<file path="src/rtl/mem_access_pkg.sv">
// Shared types and constants for the load/store initiator.
// State encoding, access-size codes and byte-lane width.
package mem_access_pkg;

  typedef enum logic [2:0] {
    IDLE = 3'd0,
    RD   = 3'd1,
    WAIT = 3'd2,
    WR   = 3'd3,
    RESP = 3'd4
  } state_t;

  localparam logic [1:0] SZ_B   = 2'b00;
  localparam logic [1:0] SZ_H   = 2'b01;
  localparam logic [1:0] SZ_W   = 2'b10;
  localparam logic [1:0] SZ_ILL = 2'b11;

  localparam int BYTE_W = 8;

endpackage

</file>
<file path="src/rtl/mem_lane_unit.sv">
// Combinational lane logic: extracts/extends load data from a memory word and
// merges sub-word store data into a word (little-endian lanes).
module mem_lane_unit
  import mem_access_pkg::*;
#(
  parameter int WIDTH = 32
) (
  input  logic [WIDTH-1:0] word,
  input  logic [1:0]       addr_lo,
  input  logic [1:0]       size,
  input  logic             is_unsigned,
  input  logic [WIDTH-1:0] wdata,
  output logic [WIDTH-1:0] load_data,
  output logic [WIDTH-1:0] store_word
);

  localparam int HALF_W = 2 * BYTE_W;
  localparam int SHW    = $clog2(WIDTH);
  localparam logic [WIDTH-1:0] BYTE_MASK = {{(WIDTH-BYTE_W){1'b0}}, {BYTE_W{1'b1}}};
  localparam logic [WIDTH-1:0] HALF_MASK = {{(WIDTH-HALF_W){1'b0}}, {HALF_W{1'b1}}};

  logic [SHW-1:0]    byte_sh;
  logic [SHW-1:0]    half_sh;
  logic [BYTE_W-1:0] lane_b;
  logic [HALF_W-1:0] lane_h;

  assign byte_sh = SHW'({addr_lo, 3'b000});
  assign half_sh = SHW'({addr_lo[1], 4'b0000});
  assign lane_b  = word[byte_sh +: BYTE_W];
  assign lane_h  = word[half_sh +: HALF_W];

  always_comb begin
    load_data  = word;
    store_word = wdata;
    case (size)
      SZ_B: begin
        load_data  = is_unsigned ? {{(WIDTH-BYTE_W){1'b0}}, lane_b}
                                 : {{(WIDTH-BYTE_W){lane_b[BYTE_W-1]}}, lane_b};
        store_word = (word & ~(BYTE_MASK << byte_sh)) | ((wdata & BYTE_MASK) << byte_sh);
      end
      SZ_H: begin
        load_data  = is_unsigned ? {{(WIDTH-HALF_W){1'b0}}, lane_h}
                                 : {{(WIDTH-HALF_W){lane_h[HALF_W-1]}}, lane_h};
        store_word = (word & ~(HALF_MASK << half_sh)) | ((wdata & HALF_MASK) << half_sh);
      end
      default: ;
    endcase
  end

endmodule

</file>
<file path="src/rtl/mem_access_ctrl.sv">
// Load/store initiator: byte-addressed core requests to single-cycle mem_r/mem_w
// strobes, read-modify-write for sub-word stores, bounded wait on mem_done.
module mem_access_ctrl
  import mem_access_pkg::*;
#(
  parameter int WIDTH    = 32,
  parameter int ADDRSIZE = 32,
  parameter int MEMSIZE  = 256,
  parameter int TIMEOUT  = 15
) (
  input  logic                clk,
  input  logic                rst,
  input  logic                req_valid,
  output logic                req_ready,
  input  logic                req_we,
  input  logic [1:0]          req_size,
  input  logic                req_unsigned,
  input  logic [ADDRSIZE-1:0] req_addr,
  input  logic [WIDTH-1:0]    req_wdata,
  output logic                rsp_valid,
  input  logic                rsp_ready,
  output logic [WIDTH-1:0]    rsp_rdata,
  output logic                rsp_err,
  output logic                mem_r,
  output logic                mem_w,
  output logic [ADDRSIZE-1:0] data_addr,
  output logic [WIDTH-1:0]    data_in,
  input  logic [WIDTH-1:0]    data_out,
  input  logic                mem_done
);

  localparam int CW = $clog2(TIMEOUT + 1);

  state_t           state;
  logic [CW-1:0]    wait_cnt;
  logic             a_we;
  logic             a_uns;
  logic [1:0]       a_size;
  logic [1:0]       a_lo;
  logic [WIDTH-1:0] a_wdata;

  logic             acc_err;
  logic [WIDTH-1:0] load_data;
  logic [WIDTH-1:0] merged_word;

  assign acc_err = (req_size == SZ_ILL)
                || (req_size == SZ_H && req_addr[0])
                || (req_size == SZ_W && req_addr[1:0] != 2'b00)
                || ((req_addr >> 2) >= ADDRSIZE'(MEMSIZE));

  // Lane unit always works on the live memory word; results are registered
  // in the cycle mem_done is seen.
  mem_lane_unit #(.WIDTH(WIDTH)) u_lane (
    .word        (data_out),
    .addr_lo     (a_lo),
    .size        (a_size),
    .is_unsigned (a_uns),
    .wdata       (a_wdata),
    .load_data   (load_data),
    .store_word  (merged_word)
  );

  always_ff @(posedge clk) begin
    if (!rst) begin
      state     <= IDLE;
      wait_cnt  <= '0;
      a_we      <= 1'b0;
      a_uns     <= 1'b0;
      a_size    <= SZ_B;
      a_lo      <= 2'b00;
      a_wdata   <= '0;
      req_ready <= 1'b0;
      rsp_valid <= 1'b0;
      rsp_rdata <= '0;
      rsp_err   <= 1'b0;
      mem_r     <= 1'b0;
      mem_w     <= 1'b0;
      data_addr <= '0;
      data_in   <= '0;
    end else begin
      mem_r <= 1'b0;
      mem_w <= 1'b0;
      case (state)
        IDLE: begin
          req_ready <= 1'b1;
          if (req_valid && req_ready) begin
            req_ready <= 1'b0;
            a_we      <= req_we;
            a_uns     <= req_unsigned;
            a_size    <= req_size;
            a_lo      <= req_addr[1:0];
            a_wdata   <= req_wdata;
            wait_cnt  <= '0;
            if (acc_err) begin
              state     <= RESP;
              rsp_valid <= 1'b1;
              rsp_err   <= 1'b1;
              rsp_rdata <= '0;
            end else if (req_we && req_size == SZ_W) begin
              state     <= WR;
              mem_w     <= 1'b1;
              data_addr <= req_addr >> 2;
              data_in   <= req_wdata;
            end else begin
              state     <= RD;
              mem_r     <= 1'b1;
              data_addr <= req_addr >> 2;
            end
          end
        end

        RD: begin
          state    <= WAIT;
          wait_cnt <= '0;
        end

        WAIT: begin
          wait_cnt <= wait_cnt + 1'b1;
          if (mem_done) begin
            if (a_we) begin
              state   <= WR;
              mem_w   <= 1'b1;
              data_in <= merged_word;
            end else begin
              state     <= RESP;
              rsp_valid <= 1'b1;
              rsp_err   <= 1'b0;
              rsp_rdata <= load_data;
            end
          end else if (wait_cnt == CW'(TIMEOUT - 1)) begin
            // Timed out: a pending sub-word store is abandoned without writing.
            state     <= RESP;
            rsp_valid <= 1'b1;
            rsp_err   <= 1'b1;
            rsp_rdata <= '0;
          end
        end

        WR: begin
          state     <= RESP;
          rsp_valid <= 1'b1;
          rsp_err   <= 1'b0;
          rsp_rdata <= '0;
        end

        RESP: begin
          if (rsp_ready) begin
            state     <= IDLE;
            req_ready <= 1'b1;
            rsp_valid <= 1'b0;
            rsp_err   <= 1'b0;
            rsp_rdata <= '0;
          end
        end

        default: begin
          state     <= IDLE;
          req_ready <= 1'b0;
          rsp_valid <= 1'b0;
        end
      endcase
    end
  end

endmodule

</file>
<file path="config.mk">
export PLATFORM = sky130hd
export DESIGN_NAME = mem_access_ctrl
export DESIGN_NICKNAME = d
export VERILOG_FILES = /design/src/rtl/mem_access_pkg.sv /design/src/rtl/mem_lane_unit.sv /design/src/rtl/mem_access_ctrl.sv
export SDC_FILE = /design/constraint.sdc
export NUM_CORES = 1
export LEC_CHECK = 0
export CAP_MARGIN = 20
export CORE_ASPECT_RATIO = 1.75
export CORE_MARGIN = 2
export CORE_UTILIZATION = 30
export DETAILED_ROUTE_END_ITERATION = 10
export PLACE_DENSITY_LB_ADDON = 0.05
export SETUP_SLACK_MARGIN = 0.05
export SLEW_MARGIN = 30
export SYNTH_ARGS = -nofsm -noshare
export SYNTH_HDL_FRONTEND = slang
export SYNTH_HIERARCHICAL = 1
export SYNTH_SLANG_ARGS = --single-unit
</file>
<file path="constraint.sdc">
create_clock -name clk -period 2.1 [get_ports clk]
set_clock_uncertainty 0.1 [all_clocks]
set_input_delay 0.21 -clock clk [delete_from_list [all_inputs] [get_ports clk]]
set_output_delay 0.21 -clock clk [all_outputs]
set_load 0.02 [all_outputs]
</file>
==> results of run 1 <==
through the flow:
| step | utilization | setup TNS [ns] | power (W) | hold slack [ns] |
|---|---|---|---|---|
| after floorplan | - | 0 | 0.00358 | 0.246 |
| after global placement | 0.423 | -35.54 | 0.00419 | 0.341 |
| after detailed placement | 0.423 | -34.55 | 0.00419 | 0.343 |
| after CTS | 0.455 | 0 | 0.00738 | 0.198 |
| after global routing | 0.458 | 0 | 0.00757 | 0.226 |
| final | 0.458 | 0 | 0.00730 | 0.211 |
cells in the mapped netlist, drive strengths merged, types with 2 or more instances:
master,number
nor2,40
dfxtp,144
nand2b,13
a221o,15
a211o,8
o22a,11
a22oi,7
ha,2
nor3,4
nand3b,7
mux2,9
nand2,158
inv,6
o211ai,6
a31oi,9
nand3,21
clkbuf,42
o21ai,19
nor2b,2
clkinv,2
and2,29
mux2i,82
buf,37
a2bb2oi,2
a21oi,121
a211oi,36
nor4,6
or3,2
and3,12
metal layers:
layer,wire [um],GRT usage,up-vias,share of wire
met5,0,0,-,0
met4,1180,0.107,0,0.041
met3,1500,0.0459,49,0.052
met2,15500,0.408,256,0.54
met1,10700,0.234,3355,0.37
li1,-,-,3555,-
final cells by class:
class                           count  area [um^2]
Clock buffer                       18          429
Clock inverter                     14          155
Fill cell                        2419        12900
Inverter                            8         30.0
Multi-Input combinational cell    639         4080
Sequential cell                   144         2890
Tap cell                          308          385
Timing Repair Buffer              294         2960
state kept, by name, indices dropped and copies added (netlist names):
signal	flops
a_size	2
rsp_valid	1
data_addr	30
rsp_err	1
a_wdata	32
req_ready	1
mem_r	1
a_we	1
wait_cnt	4
data_in	32
a_uns	1
rsp_rdata	32
state	3
mem_w	1
a_lo	2
cell families after synthesis:
group,count (synthesis),synth area share
and+or+nand+nor,301,0.192
AOI/OAI and AO/OA,242,0.217
DFF,144,0.397
muxes,92,0.130
buffers and inverters,87,0.0597
adders and majority gates,2,0.00345
other,1,0.000517
critical path: stages:
cell and delay, ns:
dlygate4sd2_1 0.25, nor4_4 0.27, nand4_1 0.13, buf_4 0.15, or3_4 0.34, a311oi_4 0.34
buf_12 0.19, clkbuf_16 0.18, mux2i_1 0.17
worst min-delay path by stage:
stage,from,to,slack (ns),cells past startpoint
detailed placement,data_addr[29],data_addr[29],0.34,1
floorplan,req_addr[0],a_lo[0],0.25,2
global placement,data_addr[11],data_addr[11],0.34,1
finish,req_unsigned,a_uns,0.21,3
global route,req_unsigned,a_uns,0.23,3
CTS,req_unsigned,a_uns,0.20,3
report_power, final:
group	switching (W)	internal, W	leakage, nW
combinational	0.000716	0.000672	2.64
sequential	0.0000608	0.00279	1.17
clock	0.00130	0.00176	0.282
total	0.00208	0.00522	4.09
what timing repair did:
action                     in CTS  in global routing
pin swaps                       7                  6
setup endpoints to repair      65                 50
cloned                          3                  3
hold endpoints to repair        0                  0
gates resized for setup        26                 14
buffers inserted                5                  1
==> metrics.txt, run 1 <==
fin crit period 1.98 ns; crit start category input pin; max_cap viols 0; DRC viols 0; Layout Cells excl Fill 1,425; # nets final 1,211; initial antenna violation count 0; RSZ-0062 raised after global routing false; r2r setup slk 0.12 ns; ratio of cells with drive above 1 in the final layout 0.150; Synth async-reset ratio 0; chip width 122 um; Vias 7,215; post-synthesis average cell area 8.35 um^2; Post-DRT Antenna Nets 0; worst r2r src state[1]; synthesized area 7260 um^2; dominant cells by area after synthesis dfxtp_1 40%, mux2i_1 11%, a21oi_1 8.3%, nand2_1 8.1%, a211oi_1 3.7%; DPL Wire Length 21,400 um; clk_lat worst skew 0.44 ns; cts bufs inserted 17; Final setup viols 0; Final Cycle Share 0.944; final instance area 10,900 um^2; outcome finished, final reports clean; reg-to-reg endpoint data_in[19]; clock buffer depth 2; setup ws final 0.118 ns; CP Launch Point req_addr[26]; Crit Path Max Fanout 8; I/O pin count 206; most frequent cells in the layout 184 x clkdlybuf4s50_1, 157 x nand2_1, 140 x dfxtp_1, 120 x a21oi_1, 82 x mux2i_1; Port Buffers 203; core area 23,800 um^2; DRT iter0 DRCs 406; Worst Setup EP rsp_rdata[23]; clock root cell clkbuf_16; max_slew headroom 0.600; CTS tree done; most common cell after layout, fill and taps aside clkdlybuf4s50_1; Max Clock Freq 505 MHz; Placed Instances 1,383; Worst VDD drop 0.429 mV; ys flop type dfxtp_1; Critical Path RT 2.37 ns; Initial Utilization 0.304; leak pwr 4.09 nW; Die H 210 um; Power per Cell Area 668 nW/um^2; grt ovf 0; Slew @ Worst Pin 0.600 ns; die area 25,500 um^2; Synth cell types 60; Cell Area, Placed 10,100 um^2; ANT cells 0; Synth warnings 6; FF-to-FF path depth 7; CP Data Arrival Time 2.25 ns; drt total wl 28,900 um; DR pass1 iterations 5; clock-pin transition on the worst setup and hold timing paths 0.06 ns; final hold violations 0; vias per inst 5.06; final RePlAce weighted congestion 0.940; # hold bufs at CTS 0; routed len/inst 20.3 um; Synth area leader dfxtp_1; sequential area share after synthesis 0.397; kind of critical path in -> reg; largest net degree at the start of global routing 53; Final Slew Violations 0; top-area cell type share of the netlist area 0.397; Gate Count Post-Synth 869; All-Layer GR Usage 0.221; Rows 75; synth-to-layout area growth 50.6%; pre-CTS WS -0.554 ns; Seq cells post-synth 144; vias in the first global route 7,301; CTS sink cnt 144; Hold Path Class in -> reg; EDFF count, synth 0; first-pass GRT wire length 42,800 um; Worst Setup End Kind register; H-tree Lvls 4
(Power assumes the default switching activity.)
==> inputs of run 2 (changes only) <==
- PLACE_DENSITY_LB_ADDON: 0.05 -> not set
- SYNTH_HIERARCHICAL: 1 -> not set
==> run 2 against run 1 <==
  * Synthesized cell count up 2.2%
  * Sequential cell count unchanged
  * Worst hold slack worse by 0.18 ns
  * Critical endpoint is now data_in[10]
  * Largest power group unchanged
  * Clock power about the same
  * Largest cell class unchanged
  * Design area down 0.77%
==> metrics.txt, run 2 <==
dominant cells by area after synthesis dfxtp_1 39%, mux2i_1 11%, nand2_1 9.4%, o21ai_0 4.0%, a21boi_0 3.8%; pre-CTS WS -0.256 ns (+0.299 ns); Port Buffers 203 (unchanged); hold depth 2 (-1); most common cell after layout, fill and taps aside clkdlybuf4s50_1; synth-to-layout area growth 45.9%; Final setup viols 0 (unchanged); Hold Path Class in -> reg; Max Clock Freq 498 MHz (-1.3%); final hold violations 0 (unchanged); Cell Area, Placed 10,100 um^2 (-0.30%); Rows 76 (+1.3%); first-pass GRT wire length 40,800 um (-4.9%); Top Registers a_wdata: 32 flops, data_in: 32 flops, rsp_rdata: 32 flops; kind of critical path reg -> reg; ys flop type dfxtp_1; Post-DRT Antenna Nets 0 (unchanged); cts bufs inserted 17 (unchanged); Gate Count Post-Synth 888 (+2.2%); synthesized area 7430 um^2 (+2.4%); hold endpoint data_addr[2]; largest net degree at the start of global routing 80 (+51%); CP Data Arrival Time 2.22 ns (-0.03 ns); CTS sink cnt 144 (unchanged); leak pwr 4.07 nW (-0.27%); reg-to-reg endpoint data_in[10]; crit start category register; post-synthesis average cell area 8.37 um^2 (+0.24%); setup ws final 0.0922 ns (-0.0261 ns); clock root cell clkbuf_16; drt total wl 27,700 um (-4.3%); Worst Setup End Kind register; commonest cells in the netlist 186 x nand2_1, 144 x dfxtp_1, 82 x mux2i_1; die area 26,100 um^2 (+2.4%); final instance area 10,800 um^2 (-0.77%); RSZ-0062 raised after global routing false; top-area cell type share of the netlist area 0.388 (-0.00943); chip width 123 um (+1.2%); H-tree Lvls 4 (unchanged); FF-to-FF path depth 6 (-1); final RePlAce weighted congestion 0.881 (-6.2%); max_cap viols 0 (unchanged); outcome finished, final reports clean; Critical Path RT 2.31 ns (-0.06 ns); post-layout util 0.442 (-0.0165); Hold Path Origin rst; grt ovf 0 (unchanged); Fillers 2,484 (+2.7%); Final Slew Violations 0 (unchanged); ratio of cells with drive above 1 in the final layout 0.128 (-0.0218); EDFF count, synth 0 (unchanged); clk_lat worst skew 0.43 ns (about the same); clock-pin transition on the worst setup and hold timing paths 0.07 ns (about the same); Slew @ Worst Pin 0.718 ns (+0.118 ns); DPL Wire Length 20,400 um (-4.7%); Die H 212 um (+1.2%); r2r setup slk 0.09 ns (-0.03 ns); Initial Utilization 0.303 (-0.00147); most frequent cells in the layout 202 x clkdlybuf4s50_1, 185 x nand2_1, 142 x dfxtp_1, 82 x mux2i_1, 63 x buf_4; DRC viols 0 (unchanged); initial antenna violation count 2 (+2); DR pass1 iterations 5 (unchanged); Synth warnings 0 (-6); routed len/inst 19.3 um (-4.9%); Crit Path Max Fanout 29 (+21); Layout Cells excl Fill 1,434 (+0.63%); worst r2r src a_lo[1]; CTS tree done; I/O pin count 206 (unchanged); Seq cells post-synth 144 (unchanged); core area 24,500 um^2 (+2.9%); DRT iter0 DRCs 510 (+26%); vias in the first global route 7,206 (-1.3%); sequential area share after synthesis 0.388 (-0.00943); Synth area leader dfxtp_1; Power per Cell Area 630 nW/um^2 (-5.6%); Placed Instances 1,391 (+0.58%); clock buffer depth 2 (unchanged); # hold bufs at CTS 0 (unchanged); Synth async-reset ratio 0 (unchanged); Synth cell types 61 (+1.7%); total power 0.00683 W (-6.4%); Final Cycle Share 0.956 (+0.0124); All-Layer GR Usage 0.205 (-0.0161); vias per inst 5.13 (+1.3%); Worst VDD drop 0.569 mV (+33%); most common cell in the netlist nand2_1; # nets final 1,214 (+0.25%); fin crit period 2.01 ns (+0.0261 ns); Vias 7,357 (+2.0%); max_slew headroom 0.520 (-0.0794)
==> run 2: changes by cell type in the layout (fill, tap and decap cells not counted), sizes merged, moves of 17 or more <==
cell	previous run	this run
a21boi	1	38
nand2	158	186
clkdlybuf4s50	184	202
nand3	21	4
a21oi	121	32
o21ai	19	70
a211oi	36	1
==> run 2: worst max-delay path: stages, from the launching register on <==
cell      delay (ns)
dfxtp_4         0.39
buf_12          0.18
nor2b_1         0.58
o21bai_1        0.13
a32o_1          0.27
nand2_1         0.14
mux2i_1         0.08
==> run 2: stage by stage <==
step	TNS [ns]	hold WS, ns
2_1_floorplan	0	0.255
3_3_place_gp	-19.58	0.342
3_5_place_dp	-20.82	0.343
4_1_cts	0	0.0242
5_1_grt	0	0.0338
6_report	0	0.0316
==> run 2: layout make-up <==
type | instances | area (um^2) | share of cell area
multi-input cells | 651 | 4150 | 0.383
repair buffers | 277 | 2750 | 0.254
inverters | 16 | 63.8 | 0.00589
clock buffers | 20 | 467 | 0.0431
well taps | 312 | 390 | 0.0360
flip-flops and latches | 144 | 2890 | 0.266
clock inverters | 12 | 123 | 0.0113
diodes | 2 | 5.00 | 0.000462
==> run 2: power by group <==
| group | switching (W) | leakage, nW | total, W | internal [W] |
|---|---|---|---|---|
| sequential | 0.0000338 | 1.17 | 0.00281 | 0.00277 |
| combinational | 0.000502 | 2.63 | 0.000963 | 0.000461 |
| clock | 0.00132 | 0.281 | 0.00307 | 0.00175 |
==> run 2: cell families after synthesis <==
| family | Yosys count | share of synthesized area |
|---|---|---|
| AO/OA/AOI/OAI | 242 | 0.225 |
| buffers and inverters | 94 | 0.0613 |
| AND/OR/NAND/NOR | 313 | 0.197 |
| adder cells (fa/ha/maj) | 2 | 0.00337 |
| other | 1 | 0.000505 |
| XOR/XNOR | 2 | 0.00236 |
| flip-flops | 144 | 0.388 |
| multiplexers | 90 | 0.123 |
==> run 2: worst max-delay path by stage <==
stage,startpoint,depth (start not counted),endpoint
floorplan,state[1],8,data_addr[10]
global placement,req_addr[10],9,rsp_rdata[27]
detailed placement,req_addr[28],9,rsp_rdata[27]
CTS,a_lo[1],6,rsp_rdata[5]
global route,req_addr[23],9,data_in[23]
finish,a_lo[1],6,data_in[10]
==> run 2: repair_timing <==
item | in CTS | in global routing
endpoints found under the setup margin | 15 | 79
buffers inserted | 0 | 6
resized for setup | 2 | 13
gates cloned | 0 | 3
pin swaps | 0 | 3
==> run 2: per-layer routing <==
layer  share of wire  global-route usage
met5               0                   0
met3           0.046              0.0290
met1            0.38               0.232
met2            0.54               0.373
met4           0.036              0.0940
